File: config.mk
export PLATFORM = sky130hd
export DESIGN_NAME = alu_response_recorder_flat
export DESIGN_NICKNAME = d
export VERILOG_FILES = /design/src/rtl/alu_response_recorder_if.sv /design/src/rtl/alu_response_recorder.sv /design/src/flat_wrapper.sv
export SDC_FILE = /design/constraint.sdc
export NUM_CORES = 1
export LEC_CHECK = 0
export BUFFER_PORTS_ARGS = -buffer_cell sky130_fd_sc_hd__buf_4
export CORE_MARGIN = 2
export CORE_UTILIZATION = 38
export CTS_BUF_LIST = sky130_fd_sc_hd__clkbuf_8
export DETAILED_ROUTE_END_ITERATION = 12
export PLACE_DENSITY_LB_ADDON = 0.05
export SYNTH_ARGS = -nofsm -noshare
export SYNTH_HDL_FRONTEND = slang
export SYNTH_SLANG_ARGS = --single-unit
File: constraint.sdc
create_clock -name clk -period 2.63 [get_ports clk]
set_input_delay 0.789 -clock clk [delete_from_list [all_inputs] [get_ports clk]]
set_output_delay 0.789 -clock clk [all_outputs]
set_load 0.03 [all_outputs]
File: src/rtl/alu_response_recorder_if.sv
// Capture and readback bus of the ALU response recorder.
// Handshake: cap_valid qualifies a_in/b_in/control_in/op_in/flags_in in the same cycle
// (no back-pressure). A rd_req is taken when the buffer is non-empty. The data is returned
// on the following cycle with rd_valid high for one cycle.
interface alu_response_recorder_if #(
  parameter int WIDTH  = 8,
  parameter int CTRL_W = 3
);
  localparam int REC_W = 2*WIDTH + CTRL_W + WIDTH + 4;

  logic              cap_valid;
  logic [WIDTH-1:0]  a_in;
  logic [WIDTH-1:0]  b_in;
  logic [CTRL_W-1:0] control_in;
  logic [WIDTH-1:0]  op_in;
  logic [3:0]        flags_in;
  logic              rd_req;
  logic              rd_valid;
  logic [REC_W-1:0]  rd_data;

  modport master (
    output cap_valid, a_in, b_in, control_in, op_in, flags_in, rd_req,
    input  rd_valid, rd_data
  );

  modport slave (
    input  cap_valid, a_in, b_in, control_in, op_in, flags_in, rd_req,
    output rd_valid, rd_data
  );
endinterface

File: src/rtl/alu_response_recorder.sv
// Records ALU {a,b,control,op,flags} tuples while ARMED and plays them back in FIFO order.
// Optional ALU_REC_CMP_EN adds expected-result comparison (err_count, first_err_idx).
module alu_response_recorder #(
  parameter int WIDTH  = 8,
  parameter int CTRL_W = 3,
  parameter int DEPTH  = 16
) (
  input  logic                     clk,
  input  logic                     reset,
  input  logic                     arm,
  input  logic                     stop,
  input  logic                     wrap_mode,
  alu_response_recorder_if.slave   bus,
  output logic [$clog2(DEPTH):0]   count,
  output logic                     empty,
  output logic                     full,
  output logic                     overflow,
  output logic [1:0]               state
`ifdef ALU_REC_CMP_EN
  ,
  input  logic [WIDTH-1:0]         exp_in,
  output logic [7:0]               err_count,
  output logic [$clog2(DEPTH):0]   first_err_idx
`endif
);
  localparam int AW    = $clog2(DEPTH);
  localparam int CW    = AW + 1;
  localparam int REC_W = 2*WIDTH + CTRL_W + WIDTH + 4;

  typedef enum logic [1:0] {
    ST_IDLE  = 2'b00,
    ST_ARMED = 2'b01,
    ST_DONE  = 2'b10
  } state_t;

  state_t            state_q, state_d;
  logic [AW-1:0]     wr_ptr, rd_ptr;
  logic [CW-1:0]     count_d;
  logic              do_cap, do_rd;
  logic [REC_W-1:0]  mem [DEPTH];

  assign state = state_q;
  assign empty = (count == '0);
  assign full  = (count == CW'(DEPTH));

  always_comb begin
    do_rd   = bus.rd_req && !empty && !arm;
    // A full buffer in non-wrap mode only accepts a capture if a read frees a slot.
    do_cap  = (state_q == ST_ARMED) && bus.cap_valid && !arm &&
              (!full || wrap_mode || do_rd);
    count_d = count;
    if (do_cap && !do_rd && !full)      count_d = count + CW'(1);
    else if (do_rd && !do_cap)          count_d = count - CW'(1);

    state_d = state_q;
    if (arm) begin
      state_d = ST_ARMED;
    end else if (state_q == ST_ARMED) begin
      if (stop)                                                  state_d = ST_DONE;
      else if (do_cap && !wrap_mode && count_d == CW'(DEPTH))   state_d = ST_DONE;
    end
  end

  always_ff @(posedge clk or negedge reset) begin
    if (!reset) state_q <= ST_IDLE;
    else        state_q <= state_d;
  end

  always_ff @(posedge clk or negedge reset) begin
    if (!reset) begin
      wr_ptr       <= '0;
      rd_ptr       <= '0;
      count        <= '0;
      overflow     <= 1'b0;
      bus.rd_valid <= 1'b0;
      bus.rd_data  <= '0;
    end else begin
      bus.rd_valid <= do_rd;
      if (do_rd) bus.rd_data <= mem[rd_ptr];
      if (arm) begin
        wr_ptr   <= '0;
        rd_ptr   <= '0;
        count    <= '0;
        overflow <= 1'b0;
      end else begin
        count <= count_d;
        if (do_cap) wr_ptr <= wr_ptr + AW'(1);
        // Overwriting the oldest entry drags the read pointer along with it.
        if (do_rd || (do_cap && full)) rd_ptr <= rd_ptr + AW'(1);
        if (do_cap && full && !do_rd)  overflow <= 1'b1;
      end
    end
  end

  always_ff @(posedge clk) begin
    if (do_cap)
      mem[wr_ptr] <= {bus.a_in, bus.b_in, bus.control_in, bus.op_in, bus.flags_in};
  end

`ifdef ALU_REC_CMP_EN
  logic [CW-1:0] cap_ord;
  logic          cmp_err;

  assign cmp_err = do_cap && (bus.op_in != exp_in);

  always_ff @(posedge clk or negedge reset) begin
    if (!reset) begin
      cap_ord       <= '0;
      err_count     <= '0;
      first_err_idx <= '1;
    end else if (arm) begin
      cap_ord       <= '0;
      err_count     <= '0;
      first_err_idx <= '1;
    end else begin
      if (do_cap) cap_ord <= cap_ord + CW'(1);
      if (cmp_err && err_count != 8'hFF) err_count <= err_count + 8'd1;
      if (cmp_err && first_err_idx == '1) first_err_idx <= cap_ord;
    end
  end
`endif
endmodule

File: src/flat_wrapper.sv
// flat-port wrapper written by rule: the top's interface ports become plain ports
module alu_response_recorder_flat 
#(
  parameter int WIDTH  = 8,
  parameter int CTRL_W = 3,
  parameter int DEPTH  = 16
)
  (clk, reset, arm, stop, wrap_mode, count, empty, full, overflow, state, bus_cap_valid, bus_a_in, bus_b_in, bus_control_in, bus_op_in, bus_flags_in, bus_rd_req, bus_rd_valid, bus_rd_data);
  alu_response_recorder_if #(.WIDTH(WIDTH), .CTRL_W(CTRL_W)) bus_i ();
  input  logic clk;
  input  logic reset;
  input  logic arm;
  input  logic stop;
  input  logic wrap_mode;
  output logic [$clog2(DEPTH):0] count;
  output logic empty;
  output logic full;
  output logic overflow;
  output logic [1:0] state;
  input wire logic [$bits(bus_i.cap_valid)-1:0] bus_cap_valid;
  input wire logic [$bits(bus_i.a_in)-1:0] bus_a_in;
  input wire logic [$bits(bus_i.b_in)-1:0] bus_b_in;
  input wire logic [$bits(bus_i.control_in)-1:0] bus_control_in;
  input wire logic [$bits(bus_i.op_in)-1:0] bus_op_in;
  input wire logic [$bits(bus_i.flags_in)-1:0] bus_flags_in;
  input wire logic [$bits(bus_i.rd_req)-1:0] bus_rd_req;
  output wire logic [$bits(bus_i.rd_valid)-1:0] bus_rd_valid;
  output wire logic [$bits(bus_i.rd_data)-1:0] bus_rd_data;
  assign bus_i.cap_valid = bus_cap_valid;
  assign bus_i.a_in = bus_a_in;
  assign bus_i.b_in = bus_b_in;
  assign bus_i.control_in = bus_control_in;
  assign bus_i.op_in = bus_op_in;
  assign bus_i.flags_in = bus_flags_in;
  assign bus_i.rd_req = bus_rd_req;
  assign bus_rd_valid = bus_i.rd_valid;
  assign bus_rd_data = bus_i.rd_data;
  alu_response_recorder #(.WIDTH(WIDTH), .CTRL_W(CTRL_W), .DEPTH(DEPTH)) u_core (.clk(clk), .reset(reset), .arm(arm), .stop(stop), .wrap_mode(wrap_mode), .bus(bus_i), .count(count), .empty(empty), .full(full), .overflow(overflow), .state(state));
endmodule
==> flow_summary.ini <==
[yosys]
syn-cell-area_mm2 = 0.0210
synth.top_cell.area_share = 0.710
ys_async_sr_fraction = 0.0882
syn_area_per_cell_um2 = 24.0
synth_seq_area_share = 0.767
synth_ff_type = edfxtp_1
syn_nets = 921
ys_ff_latch = 544
synth_top_area_cell = edfxtp_1
syn_inst = 875
synthTopCellsByArea = edfxtp_1 71%, mux4_2 17%, dfrtp_1 5.7%, mux2_4 1.4%, mux2_2 0.59%
yosys_warnings = 0
synth_edf_count = 496
synth_cell_types = 47

[worst_setup_path]
cpMaxStageDelayCell = dfrtp_1
worstPathCellList = inv_1, ha_2, and4bb_2, buf_4
cp.arrival_ns = 1.73
crit_fanout = 3
cp-end-kind = output port
criticalPathCategory = reg2out
critPathLaunchType = flop
cpPeakStageDelay_ns = 0.37
required_ns = 1.84

[finish]
design_area_mm2 = 0.0252
final_core_util = 0.460
drive_gt1_frac = 0.428
nNetsFinal = 1135
syn2layout_area_growth_pct = 20.3
layout.cells.non_filler = 1871

[power]
seqPwrFrac = 0.482
switchingPower_mw = 5.23
comb_power_share = 0.154
powerDensity_mw_per_mm2 = 817
clockPowerShare = 0.364
vdd_ir_drop_max_uv = 444
leakage_nw = 8.33
switching_share = 0.254
intPower_mw = 15.4

[drt]
post_drt_wl_per_cell_um = 27.2
viasPerCell = 5.21
ant_nets = 0
route.vias.total = 9755
drt_pass1_iterations = 4
drt_wl_total_um = 51000
post-route-drc-count = 0
drt_iter0_markers = 809

[clock_network]
tritoncts = built
htreeDepth = 3
cts_buffer_depth = 3
clk_pin_slew_worst_paths_ns = 0.06
worstSkewPairLatency_ns = 0.66
root_buffer = clkbuf_8
cts_sinks = 544
numCtsBuffers = 92

[floorplanning]
fp.dieArea_mm2 = 0.0571
ios = 80
core_mm2 = 0.0549
die_w_um = 239
die_h_um = 239
start_util = 0.382
rows = 86

[timing]
fin_tns_setup_ns = 0
tightestPinTransition_ns = 0.516
hold_viol = 0
maxSlewViolCount = 0
finalClockSkew_ns = 0.0273
post-route-period-util = 0.958
setup_viol = 0
fin_crit_ns = 2.52
clock.fmax_mhz = 397
hold_ws_ns = 0.0650
rsz0062_at_grt = no
slew-limit-headroom = 0.651

[worst_hold_path]
worstHoldPathType = in2async

[placement]
portBuffers = 79
gp_congestion = 0.794
dp_hpwl_um = 34800
place_inst = 1696
dpl_cell_area_mm2 = 0.0234

[global_routing]
grt_max_degree = 27
grt_pass1_wl_um = 73700
grt_overflow_total = 0
grt_pass1_vias = 10286
antenna_found_initial = 8
grt_use_total = 0.184

[run_status]
outcome = completed

[flow_run]
max_cap_viol_count = 0
==> through the flow <==
stage	worst slack [ns]	power, mW
6_report	0.111	20.6
5_1_grt	0.00779	21.5
4_1_cts	0.0201	20.9
3_5_place_dp	-0.137	13.3
3_3_place_gp	-0.139	13.3
2_1_floorplan	0.0203	12.0
==> area by class of cell <==
class | instances | area, µm²
Clock buffer | 102 | 1400
Clock inverter | 67 | 429
Fill cell | 4645 | 29600
Sequential cell | 544 | 16100
Multi-Input combinational cell | 285 | 4670
Tap cell | 704 | 881
Inverter | 4 | 15.0
Timing Repair Buffer | 162 | 1720
Antenna cell | 3 | 7.51
==> registers in the layout, indices dropped and copies added, names as in the netlist <==
signal / cells
u_core.bus.rd_data: 31
u_core.bus.rd_valid: 1
u_core.count: 5
u_core.mem: 496
u_core.overflow: 1
u_core.rd_ptr: 4
u_core.state: 2
u_core.wr_ptr: 4
==> layout by cell type (no fill, tap or decap), types with 3 or more instances in the layout <==
master,synthesis,routed
xor2_1,3,3
clkbuf_8,0,102
and2_4,0,8
mux2_4,20,20
xnor2_1,4,4
and2_2,0,8
diode_2,0,3
clkinv_2,0,13
nor2_1,15,14
mux4_2,155,155
edfxtp_1,496,496
inv_1,4,32
dfrtp_1,48,44
nand2b_1,5,5
a21oi_1,4,4
mux2i_1,4,4
buf_4,0,121
buf_12,2,40
mux2_2,11,11
clkinv_1,0,19
bufinv_16,0,6
nand2_1,5,5
ha_1,8,7
==> synthesized netlist by cell type (all sizes together), types with 2 or more instances <==
library cell,count
edfxtp,496
mux4,155
dfrtp,48
mux2,31
buf,24
clkbuf,18
and2,17
nor2,15
ha,8
nand2,5
nand2b,5
a21oi,4
inv,4
mux2i,4
xnor2,4
nor3,3
xor2,3
a21o,2
nand4,2
nand4b,2
nor2b,2
nor4,2
o21ai,2
o31ai,2
==> repair_timing <==
| item | CTS | global route |
|---|---|---|
| endpoints found under the setup margin | 250 | 1 |
| gates resized for setup | 1 | 2 |
| buffers inserted | 2 | 1 |
| endpoints found under the hold margin | 0 | 0 |
| hold buffers | 0 | 0 |
| pin swaps | 0 | 0 |
==> critical path: cells and delay by family, from the launching register on <==
kind          cells  cell delay (ns)
simple gates      1             0.26
fa+ha+maj         1             0.20
buf+inv           2             0.25
flops             1             0.37
==> final timing paths <==
path                                        from                     end  cells after the start  slack, ns
max reg2reg                      u_core.count[0]      u_core.mem[11][12]                      8       0.13
min in group clk                    bus_op_in[2]        u_core.mem[7][6]                      1       0.47
max                              u_core.count[0]                    full                      4       0.11
min                                        reset  u_core.bus.rd_data[30]                      1       0.07
min reg2reg                u_core.bus.rd_data[8]   u_core.bus.rd_data[8]                      1       0.51
max in group asynchronous                  reset   u_core.bus.rd_data[4]                      2       2.04
==> power by group through the flow <==
stage / Sequential, mW / Clock (mW) / Combinational [mW]
after floorplan: 10.6 / 0 / 1.43
after detailed placement: 10.1 / 0 / 3.19
after global placement: 10.1 / 0 / 3.19
after CTS: 9.95 / 7.75 / 3.21
after global routing: 9.98 / 8.09 / 3.38
final: 9.95 / 7.50 / 3.18
==> logic make-up (layout without fill, tap and decap cells) <==
family,count (synthesis),after routing,synth area share
XOR/XNOR,7,7,0.00292
flip-flops,544,544,0.767
AND/OR/NAND/NOR,63,63,0.0181
multiplexers,190,190,0.189
AO/OA/AOI/OAI,17,17,0.00591
other,0,3,0
buffers and inverters,46,335,0.0124
adder cells (fa/ha/maj),8,8,0.00477
==> routing by layer <==
| layer | routed length [µm] | part of all wire | track usage |
|---|---|---|---|
| met5 | 0 | 0 | 0 |
| met4 | 887 | 0.017 | 0.0538 |
| met3 | 2820 | 0.055 | 0.0365 |
| met2 | 22400 | 0.44 | 0.266 |
| met1 | 24900 | 0.49 | 0.284 |
Power figures use the tool's default switching activity.
